==> src/rtl/zrb_uart_tx_arbiter.sv <==
// Round-robin scheduler sharing one UART transmitter between four byte-stream
// requesters; each grant sends an optional channel-tag header then a bounded burst.
module zrb_uart_tx_arbiter #(
   parameter bit HEADER_EN = 1'b1,
   parameter int MAX_BURST = 4
) (
   input  logic        clk,
   input  logic        reset_n,
   input  logic [3:0]  req_valid,
   input  logic [31:0] req_data,
   output logic [3:0]  req_ready,
   input  logic        tx_busy,
   output logic        tx_write,
   output logic [7:0]  tx_data,
   output logic [3:0]  grant,
   output logic        active
);

   typedef enum logic [2:0] {IDLE, HDR, HDR_WAIT, DATA, DATA_WAIT} state_t;

   localparam logic [3:0] BURST_MAX = 4'(MAX_BURST);

   state_t     state;
   state_t     state_nx;
   logic [1:0] ch;
   logic [1:0] ch_sel;
   logic [1:0] ptr;
   logic       sel_found;
   logic [3:0] burst_cnt;
   logic [7:0] last_byte;
   logic [7:0] ch_byte;
   logic [1:0] idx;

   assign ch_byte = req_data[{ch, 3'b000} +: 8];

   // Search ptr+1, ptr+2, ptr+3, ptr; the last step wraps back to ptr itself.
   always_comb begin
      ch_sel    = ptr;
      sel_found = 1'b0;
      idx       = ptr;
      for (int unsigned k = 1; k <= 4; k++) begin
         idx = ptr + 2'(k);
         if (!sel_found && req_valid[idx]) begin
            ch_sel    = idx;
            sel_found = 1'b1;
         end
      end
   end

   always_ff @(posedge clk or negedge reset_n) begin
      if (!reset_n) state <= IDLE;
      else          state <= state_nx;
   end

   always_comb begin
      state_nx = state;
      case (state)
         IDLE:      if (sel_found) state_nx = HEADER_EN ? HDR : DATA;
         HDR:       if (tx_busy) state_nx = HDR_WAIT;
         HDR_WAIT:  if (!tx_busy) state_nx = req_valid[ch] ? DATA : IDLE;
         DATA:      if (tx_busy) state_nx = DATA_WAIT;
         DATA_WAIT: if (!tx_busy)
                       state_nx = (req_valid[ch] && (burst_cnt < BURST_MAX)) ? DATA : IDLE;
         default:   state_nx = IDLE;
      endcase
   end

   always_ff @(posedge clk or negedge reset_n) begin
      if (!reset_n) begin
         ch        <= '0;
         ptr       <= 2'd3;
         burst_cnt <= '0;
         grant     <= '0;
         req_ready <= '0;
         last_byte <= '0;
      end else begin
         req_ready <= '0;
         if (tx_write) last_byte <= tx_data;
         case (state)
            IDLE: if (sel_found) begin
               ch        <= ch_sel;
               grant     <= 4'b0001 << ch_sel;
               burst_cnt <= '0;
            end
            HDR_WAIT: if (!tx_busy && !req_valid[ch]) begin
               ptr   <= ch;
               grant <= '0;
            end
            DATA: if (tx_busy) begin
               req_ready <= 4'b0001 << ch;
               burst_cnt <= burst_cnt + 4'd1;
            end
            DATA_WAIT: if (state_nx == IDLE) begin
               ptr   <= ch;
               grant <= '0;
            end
            default: ;
         endcase
      end
   end

   // Outside HDR/DATA the line data holds the last byte offered to the transmitter.
   always_comb begin
      tx_write = 1'b0;
      tx_data  = last_byte;
      active   = (state != IDLE);
      case (state)
         HDR: begin
            tx_write = 1'b1;
            tx_data  = {4'hA, 2'b00, ch};
         end
         DATA: begin
            tx_write = 1'b1;
            tx_data  = ch_byte;
         end
         default: ;
      endcase
   end

endmodule

==> config.mk <==
export PLATFORM = sky130hd
export DESIGN_NAME = zrb_uart_tx_arbiter
export DESIGN_NICKNAME = d
export VERILOG_FILES = /design/src/rtl/zrb_uart_tx_arbiter.sv
export SDC_FILE = /design/constraint.sdc
export NUM_CORES = 1
export LEC_CHECK = 0
export BUFFER_PORTS_ARGS = -buffer_cell sky130_fd_sc_hd__clkbuf_2
export CAP_MARGIN = 10
export CELL_PAD_IN_SITES_DETAIL_PLACEMENT = 0
export CELL_PAD_IN_SITES_GLOBAL_PLACEMENT = 1
export CORE_ASPECT_RATIO = 0.5
export CORE_MARGIN = 8
export CORE_UTILIZATION = 31
export CTS_CLUSTER_DIAMETER = 100
export DETAILED_ROUTE_END_ITERATION = 12
export PLACE_DENSITY = 0.76
export SLEW_MARGIN = 15
export SYNTH_ARGS = -nofsm -noshare
export SYNTH_HDL_FRONTEND = slang
export SYNTH_SLANG_ARGS = --single-unit
==> constraint.sdc <==
create_clock -name clk -period 1.8 [get_ports clk]
set_input_delay 0.09 -clock clk [delete_from_list [all_inputs] [get_ports clk]]
set_output_delay 0.09 -clock clk [all_outputs]
set_load 0.005 [all_outputs]
Word-level counts from Yosys, hierarchy flattened
Index checks and enable logic that the tools add are counted.

Word-level logic and storage cells: 89. Flip-flop bits (word level): 27. Output and inout bits: 18.

Equal/unequal tests: 8. Reduce and logical (&&, ||, !) cells: 21. Shifts and indexed selects: 3. Order comparisons: 6. Multiplexer cells: 40. Add/subtract/negate cells: 4.

Operators by type and width (count): $shiftx A32 B6 Y8 (1); $mux W4 (7); $mux W2 (8); $pmux W8 S2 (1); $lt A2 B3 Y1 const B (5); $mux W3 (5); $pmux W3 S5 (1); $pmux W4 S3 (1); $bmux W1 S2 (5); $mux W1 (10); $ne A2 B2 Y1 const B (4); $pmux W4 S2 (1); $shl A1 B2 Y4 const A (2); $eq A3 B2 Y1 const B (2); $logic_not A3 Y1 (2); $reduce_and A3 Y1 (2); $reduce_bool A3 Y1 (2); $logic_and A1 B1 Y1 (5); $logic_not A1 Y1 (5); $add A2 B2 Y2 const B (2); $add A4 B1 Y4 const B (1); $lt A4 B3 Y1 const B (1); $pmux W2 S2 (1); $reduce_and A4 Y1 (1); 6 further kinds (7).

Logic depth before layout (Yosys ltp)
Gate-level depths: netlist (run 1).

Word-level depth: 18. Gate-level depth with buffers: 6. Depth with buffers taken out: 6.

Worst setup path before layout (run 1)
OpenSTA, ideal clock, no wires.

Path kind: register to register. Start point: reg ch[1]. End point: reg grant[1]. Buffers on the path: 1. Stages on the path, launching flop included: 6. Required time: 1675 ps. Arrival: 1863 ps. Period minus slack after synthesis: 1988 ps. Setup slack: -188 ps. Cell sequence: dfrtp_1 -> buf_6 -> mux4_2 -> or3_4 -> a21oi_4 -> mux2_4.

Cells in the longest elaborated chain, start to end: 9.

RTL lines: start: declaration (RTL line 25) `logic [1:0] ch;`; start signal: assignment (RTL line 81) `ch <= ch_sel;`; $bmux W1 S2 * (RTL line 60, 63, 85); $mux W1 (implied by the code) * (RTL line 60, 63, 85); $logic_and A1 B1 Y1 (RTL line 63) `state_nx = (req_valid[ch] && (burst_cnt < BURST_MAX)) ? DATA : IDLE;`; $mux W2 (RTL line 63); $mux W3 (RTL line 62) `DATA_WAIT: if (!tx_busy)`; $pmux W3 S5 (RTL line 57) `case (state)`; $logic_not A3 Y1 (RTL line 93) `DATA_WAIT: if (state_nx == IDLE) begin`; $ne A2 B2 Y1 (no source line); $reduce_and A4 Y1 (no source line) *; end signal: assignment (RTL line 82) `grant <= 4'b0001 << ch_sel;`; end: declaration (RTL line 15) `output logic [3:0] grant,`.

Mark *: on every way between the ends. The rest lies on a longest branch, timed or not. The select of a mux whose other input is x is not followed. A chain may end at the register's enable or synchronous reset.

Final worst setup path (run 1)
Same ends and word-level chain as after synthesis.

==> results of run 1 <==
==> area by class of cell <==
cell class	count	share of cell area [%]
Timing Repair Buffer	74	21.2
Multi-Input combinational cell	114	41.0
Clock inverter	1	0.227
Inverter	5	0.852
Sequential cell	27	30.9
Tap cell	70	3.98
Clock buffer	3	1.88
==> state kept, by name, indices dropped and copies added (netlist names) <==
register and count:
burst_cnt 4, ch 2, last_byte 8, ptr 2
req_ready 4, grant 4, state 3
==> logic make-up after synthesis <==
| logic type | after synthesis | synth area share, % |
|---|---|---|
| compound gates | 34 | 15.2 |
| mux | 19 | 19.1 |
| buf+inv | 14 | 3.79 |
| fa+ha+maj | 1 | 0.774 |
| xor+xnor | 3 | 1.63 |
| flops | 27 | 42.0 |
| simple gates | 57 | 17.6 |
==> metrics by stage <==
stage          setup WS, ns  utilization [%]  TNS (ns)
3_3_place_gp        -0.0375             40.9   -0.0749
6_report            -0.0898             44.2    -0.322
5_1_grt              -0.154             44.2    -0.870
4_1_cts             -0.0968             43.8    -0.581
3_5_place_dp        -0.0942             40.9    -0.304
2_1_floorplan        -0.165                -    -0.331
==> where the power goes <==
part / switching, mW / internal (mW) / leakage (nW)
combinational: 0.909 / 1.07 / 0.716
clock: 0.194 / 0.155 / 0.0255
sequential: 0.186 / 0.817 / 0.339
==> Yosys cell counts, drive strengths merged, types with 2 or more instances <==
library cell	number	share of area, %
a211oi	2	0.93
a21o	5	2.3
a21oi	7	2.9
a31oi	3	1.2
buf	5	1.7
clkbuf	4	0.93
dfrtp	25	39
dfstp	2	3.3
inv	5	1.2
mux2	6	4.6
mux2i	5	3.1
mux4	8	11
nand2	21	4.9
nand2b	3	1.2
nand3	6	1.9
nand3b	2	0.93
nand4	3	1.2
nor2	11	2.6
nor3	2	0.62
nor3b	2	0.93
o21ai	5	1.5
o22a	4	2.2
or3	3	1.5
xor2	3	1.6
==> timing repair <==
item / in CTS / in global routing
endpoints found under the hold margin: 25 / 0
setup buffers: 4 / 2
pin swaps: 3 / 1
hold buffers: 1 / 0
setup endpoints to repair: 9 / 14
cloned: 1 / 0
resized for setup: 7 / 7
==> worst reg2reg max path, stage by stage (launching register included) <==
cell     delay (ns)
dfrtp_1        0.39
mux4_2         0.53
a311o_1        0.36
a21oi_4        0.19
mux2_4         0.32
==> layer usage <==
layer / part of all wire, % / GRT usage, % / wire, um / vias to the layer above
li1: - / - / - / 705
met1: 46 / 13.3 / 2000 / 702
met2: 51 / 19.0 / 2220 / 26
met3: 2.6 / 2.36 / 116 / 4
met4: 1.0 / 2.37 / 44 / 0
met5: 0 / 0 / 0 / -
==> worst max path at each step <==
stage / slack [ns] / start / endpoint
detailed placement: -0.09 / ch[1] / grant[0]
global placement: -0.04 / ch[1] / grant[3]
floorplan: -0.17 / ch[1] / grant[1]
CTS: -0.1 / ch[1] / grant[1]
finish: -0.09 / ch[1] / grant[1]
global route: -0.15 / ch[1] / grant[1]
==> layout by cell type, fill, tap and decap left out, types with 3 or more instances in the layout <==
cell type / instances
clkbuf_2: 56
dfrtp_1: 23
nand2_1: 21
buf_4: 12
nor2_1: 11
mux4_2: 8
a21oi_1: 5
a21o_1: 5
inv_1: 4
o22a_1: 4
mux2i_1: 4
o21ai_0: 4
mux2_2: 4
nand3_2: 3
nand2b_1: 3
a31oi_1: 3
nand3_1: 3
xor2_1: 3
nand4_1: 3
clkbuf_8: 3
buf_6: 3
==> flow_metrics.py, run 1 <==
metrics = {
    "timing": {
        "hold_viol": 0,
        "min_period_ns": 1.89,
        "fmax_ghz": 0.529,
        "max-slew-margin-rel_pct": 55.2,
        "fin_hold_ws_ns": 0.147,
        "skew_ns": 0.0107,
        "post-route-period-util_pct": 105,
        "drv_slew": 0,
        "rsz0062_at_grt": "yes",
        "worst_pin_slew_ns": 0.672,
        "worst_slack_ns": -0.0898,
        "finalSetupViolCount": 6,
    },
    "route": {
        "drc": 0,
        "dr.pass1.iters": 4,
        "wire_per_inst_um": 14.9,
        "drt_iter0_markers": 67,
        "vias": 1437,
        "viasPerCell": 4.89,
        "antenna_left": 0,
        "wl_um": 4390,
    },
    "placed_design": {
        "dp.cells": 283,
        "placed_area_um2": 2040,
        "finalWeightedCongestion": 0.759,
        "io_buffers": 56,
        "dp_hpwl_um": 3380,
    },
    "global_routing": {
        "grt_pass1_wl_um": 6950,
        "antenna_found_initial": 0,
        "grt_max_degree": 28,
        "grt_pass1_vias": 1453,
        "gr-total-overflow": 0,
        "track_usage_pct": 10.7,
    },
    "cells_and_area": {
        "finalNonFillerCells": 294,
        "final_area_um2": 2200,
        "n_fill_cell": 489,
        "area_delta_synth_final_pct": 36.2,
        "drive_above_1_share_pct": 47.3,
        "seqCellArea_um2": 681,
        "final_net_count": 265,
        "antennaDiodeCount": 0,
        "multi_input_area_um2": 902,
    },
    "floorplanning": {
        "die_y_um": 67.1,
        "io_pins": 57,
        "start_util_pct": 32.5,
        "die_w_um": 118,
        "placementRows": 18,
        "dieArea_um2": 7920,
        "core-area_um2": 4980,
    },
    "clock_network": {
        "cts_root_buffer": "clkbuf_8",
        "worstSkewPairLatency_ns": 0.28,
        "cts_max_level": 1,
        "path_clk_slew_ns": 0.10,
        "cts_sinks": 27,
        "cts_tree": "done",
        "cts_buffers": 3,
        "clk_path_buf_depth": 2,
    },
    "setup_path": {
        "cp_num_buf_inv": 0,
        "path_delay_family": "multiplexers",
        "worstRegToRegCells": 4,
        "cp.depth": 4,
        "r2r-start": "ch[1]",
        "startpoint_type": "flip-flop",
        "timing_worst_setup_path_type": "reg -> reg",
        "worstPathRequired_ns": 1.97,
        "reg2reg_to": "grant[1]",
        "path_cells": "mux4_2 > a311o_1 > a21oi_4 > mux2_4",
        "r2r_slack_ns": -0.09,
        "crit_slowest_cell": "mux4_2",
        "slowest_delay_ns": 0.53,
        "worstPathMaxFanout": 3,
        "arrival_ns": 2.06,
        "critPathCaptureType": "flip-flop",
    },
    "synthesis": {
        "synth_warnings": 0,
        "syn_avg_cell_area_um2": 10.4,
        "ys.flop_type": "dfrtp_1",
        "synth-seq-cells": 27,
        "seq_area_frac_synth_pct": 42.0,
        "synth_area_um2": 1620,
        "synth_fp_nets": 195,
        "ys_async_sr_fraction_pct": 100,
        "yosysUniqueCellTypes": 43,
        "synth_edf_count": 0,
        "synth_cells": 155,
    },
    "worst_hold_path": {
        "hold_start": "tx_busy",
        "hold_end": "state[0]",
        "min_path_type": "in -> reg",
        "min_path_cells": 2,
    },
    "power_and_ir_drop": {
        "ir_worst_vdd_uv": 466,
        "p_total_mw": 3.34,
        "p_per_area_nw_per_um2": 1510,
        "power_leakage_nw": 1.08,
    },
    "run_status": {
        "violations": "negative setup slack",
        "status": "finished with violations",
    },
    "run": {
        "maxCapViolations": 0,
    },
}
No activity file was read; power rests on OpenSTA's default activity.
==> run 2, diff against run 1 <==
--- a/config.mk
+++ b/config.mk
@@ -14,6 +14,7 @@
 export CORE_UTILIZATION = 31
 export CTS_CLUSTER_DIAMETER = 100
 export DETAILED_ROUTE_END_ITERATION = 12
+export GPL_TIMING_DRIVEN = 0
 export PLACE_DENSITY = 0.76
 export SLEW_MARGIN = 15
 export SYNTH_ARGS = -nofsm -noshare
==> run 2 against run 1 <==
- the run still ends with negative setup slack left
- clock-buffer cell count unchanged
- wire length grew 1.2%
- non-clock buffer count shrank 4
- power fell by 4.3%
- register-to-register slack worse by 0.11 ns
- via count up 0.35%
- highest routed layer unchanged
- sequential power decreased by 6%
- critical endpoint is now grant[3]
- fmax is 5.4% lower
- core utilization decreased by 1.3 points
==> flow_metrics.py, run 2 (synthesized netlist as in run 1, its figures left out) <==
metrics = {
    "cells_and_area": {
        "largest_reg_flops": 8,
        "final_net_count": 261,
        "layout_commonest_cell": "clkbuf_2",
        "n_fill_cell": 510,
        "antennaDiodeCount": 0,
        "mostFrequentLayoutCells": "clkbuf_2, dfrtp_1, nand2_1",
        "area_delta_synth_final_pct": 32.1,
        "top_register": "last_byte",
        "final_area_um2": 2140,
        "drive_above_1_share_pct": 43.6,
    },
    "clock_network": {
        "cts_tree": "done",
        "clk_path_buf_depth": 2,
        "cts_sinks": 27,
        "cts_max_level": 1,
        "worstSkewPairLatency_ns": 0.27,
        "path_clk_slew_ns": 0.09,
        "cts_root_buffer": "clkbuf_8",
        "cts_buffers": 3,
    },
    "placed_design": {
        "placed_area_um2": 1980,
        "dp_hpwl_um": 3460,
        "finalWeightedCongestion": 0.747,
        "post-place-ws_ns": -0.313,
        "io_buffers": 56,
    },
    "setup_path": {
        "slowest_delay_ns": 0.55,
        "cp_num_buf_inv": 1,
        "critPathCaptureType": "flip-flop",
        "path_cells": "buf_6 > mux4_2 > a311o_1 > a21oi_4 > mux2_4",
        "worstPathRequired_ns": 1.96,
        "crit_slowest_cell": "mux4_2",
        "timing_worst_setup_path_type": "reg -> reg",
        "worstPathMaxFanout": 4,
        "arrival_ns": 2.16,
        "path_delay_family": "multiplexers",
        "startpoint_type": "flip-flop",
    },
    "route": {
        "viasPerCell": 4.97,
        "drc": 0,
        "dr.pass1.iters": 4,
        "vias": 1442,
        "drt_iter0_markers": 132,
        "wire_per_inst_um": 15.3,
        "wl_um": 4440,
        "antenna_left": 0,
    },
    "power_and_ir_drop": {
        "p_per_area_nw_per_um2": 1490,
        "ir_worst_vdd_uv": 512,
        "p_total_mw": 3.19,
        "power_leakage_nw": 1.03,
    },
    "floorplanning": {
        "die_y_um": 67.1,
        "die_w_um": 118,
        "dieArea_um2": 7920,
        "core-area_um2": 4980,
        "placementRows": 18,
        "io_pins": 57,
        "start_util_pct": 32.5,
    },
    "global_routing": {
        "antenna_found_initial": 0,
        "grt_pass1_vias": 1529,
        "grt_max_degree": 28,
        "track_usage_pct": 11.0,
        "gr-total-overflow": 0,
        "grt_pass1_wl_um": 7110,
    },
    "timing": {
        "finalSetupViolCount": 12,
        "rsz0062_at_grt": "yes",
        "worst_slack_ns": -0.198,
        "hold_viol": 0,
        "fmax_ghz": 0.500,
        "max-slew-margin-rel_pct": 45.6,
        "worst_pin_slew_ns": 0.809,
        "min_period_ns": 2.00,
        "skew_ns": 0.00492,
        "post-route-period-util_pct": 111,
        "drv_slew": 0,
    },
    "run_status": {
        "status": "finished with violations",
        "violations": "negative setup slack",
    },
    "run": {
        "maxCapViolations": 0,
    },
    "worst_hold_path": {
        "min_path_type": "in -> reg",
    },
}
run 2: worst paths after layout:
path	startpoint	end	slack, ns	cells past startpoint
min in group asynchronous	reset_n	burst_cnt[0]	0.38	2
worst max register to register	ch[1]	grant[3]	-0.20	5
worst min register to register	last_byte[2]	last_byte[2]	0.48	2
max in group asynchronous	reset_n	state[2]	0.94	2
worst min-delay path	req_data[21]	last_byte[5]	0.26	3
worst max-delay path	ch[1]	grant[3]	-0.20	5
run 2: layout make-up:
type | instances | area, um2 | area share, %
Multi-Input combinational cell | 114 | 912 | 42.7
Sequential cell | 27 | 679 | 31.8
Timing Repair Buffer | 61 | 328 | 15.3
Tap cell | 70 | 87.6 | 4.10
Buffer | 9 | 61.3 | 2.87
Clock buffer | 3 | 41.3 | 1.93
Inverter | 5 | 21.3 | 0.996
Clock inverter | 1 | 5.00 | 0.234
run 2: through the flow:
step	utilization [%]	TNS [ns]	hold slack [ns]	instances
after floorplan	-	-0.331	-0.206	155
after CTS	41.9	-1.16	0.259	289
after global routing	42.9	-2.43	0.261	290
after detailed placement	39.9	-4.09	0.173	281
final	42.9	-1.13	0.260	290
after global placement	39.9	-2.82	0.154	281
run 2: metal layers:
layer	part of all wire, %	track usage [%]	wire (um)	vias to the layer above
met5	0	0	0	-
met4	0.68	2.69	30	0
met3	2.5	2.45	112	2
met2	53	20.6	2360	18
met1	44	12.8	1940	715
li1	-	-	-	707
run 2: tightest hold or removal path, cell delays in order:
cell	delay [ns]
clkbuf_2	0.07
mux4_2	0.23
o22a_1	0.11
run 2: power breakdown:
| group | leakage [nW] | internal (mW) | switching (mW) | total (mW) |
|---|---|---|---|---|
| logic | 0.670 | 0.933 | 0.973 | 1.91 |
| registers | 0.339 | 0.814 | 0.126 | 0.940 |
| clock network | 0.0255 | 0.155 | 0.190 | 0.345 |
run 2: timing repair:
action | 4_1_cts | 5_1_grt
pin swaps | 0 | 1
setup endpoints to repair | 23 | 16
hold endpoints to repair | 25 | 0
hold buffers | 1 | 0
buffers inserted | 3 | 1
gates resized for setup | 13 | 10
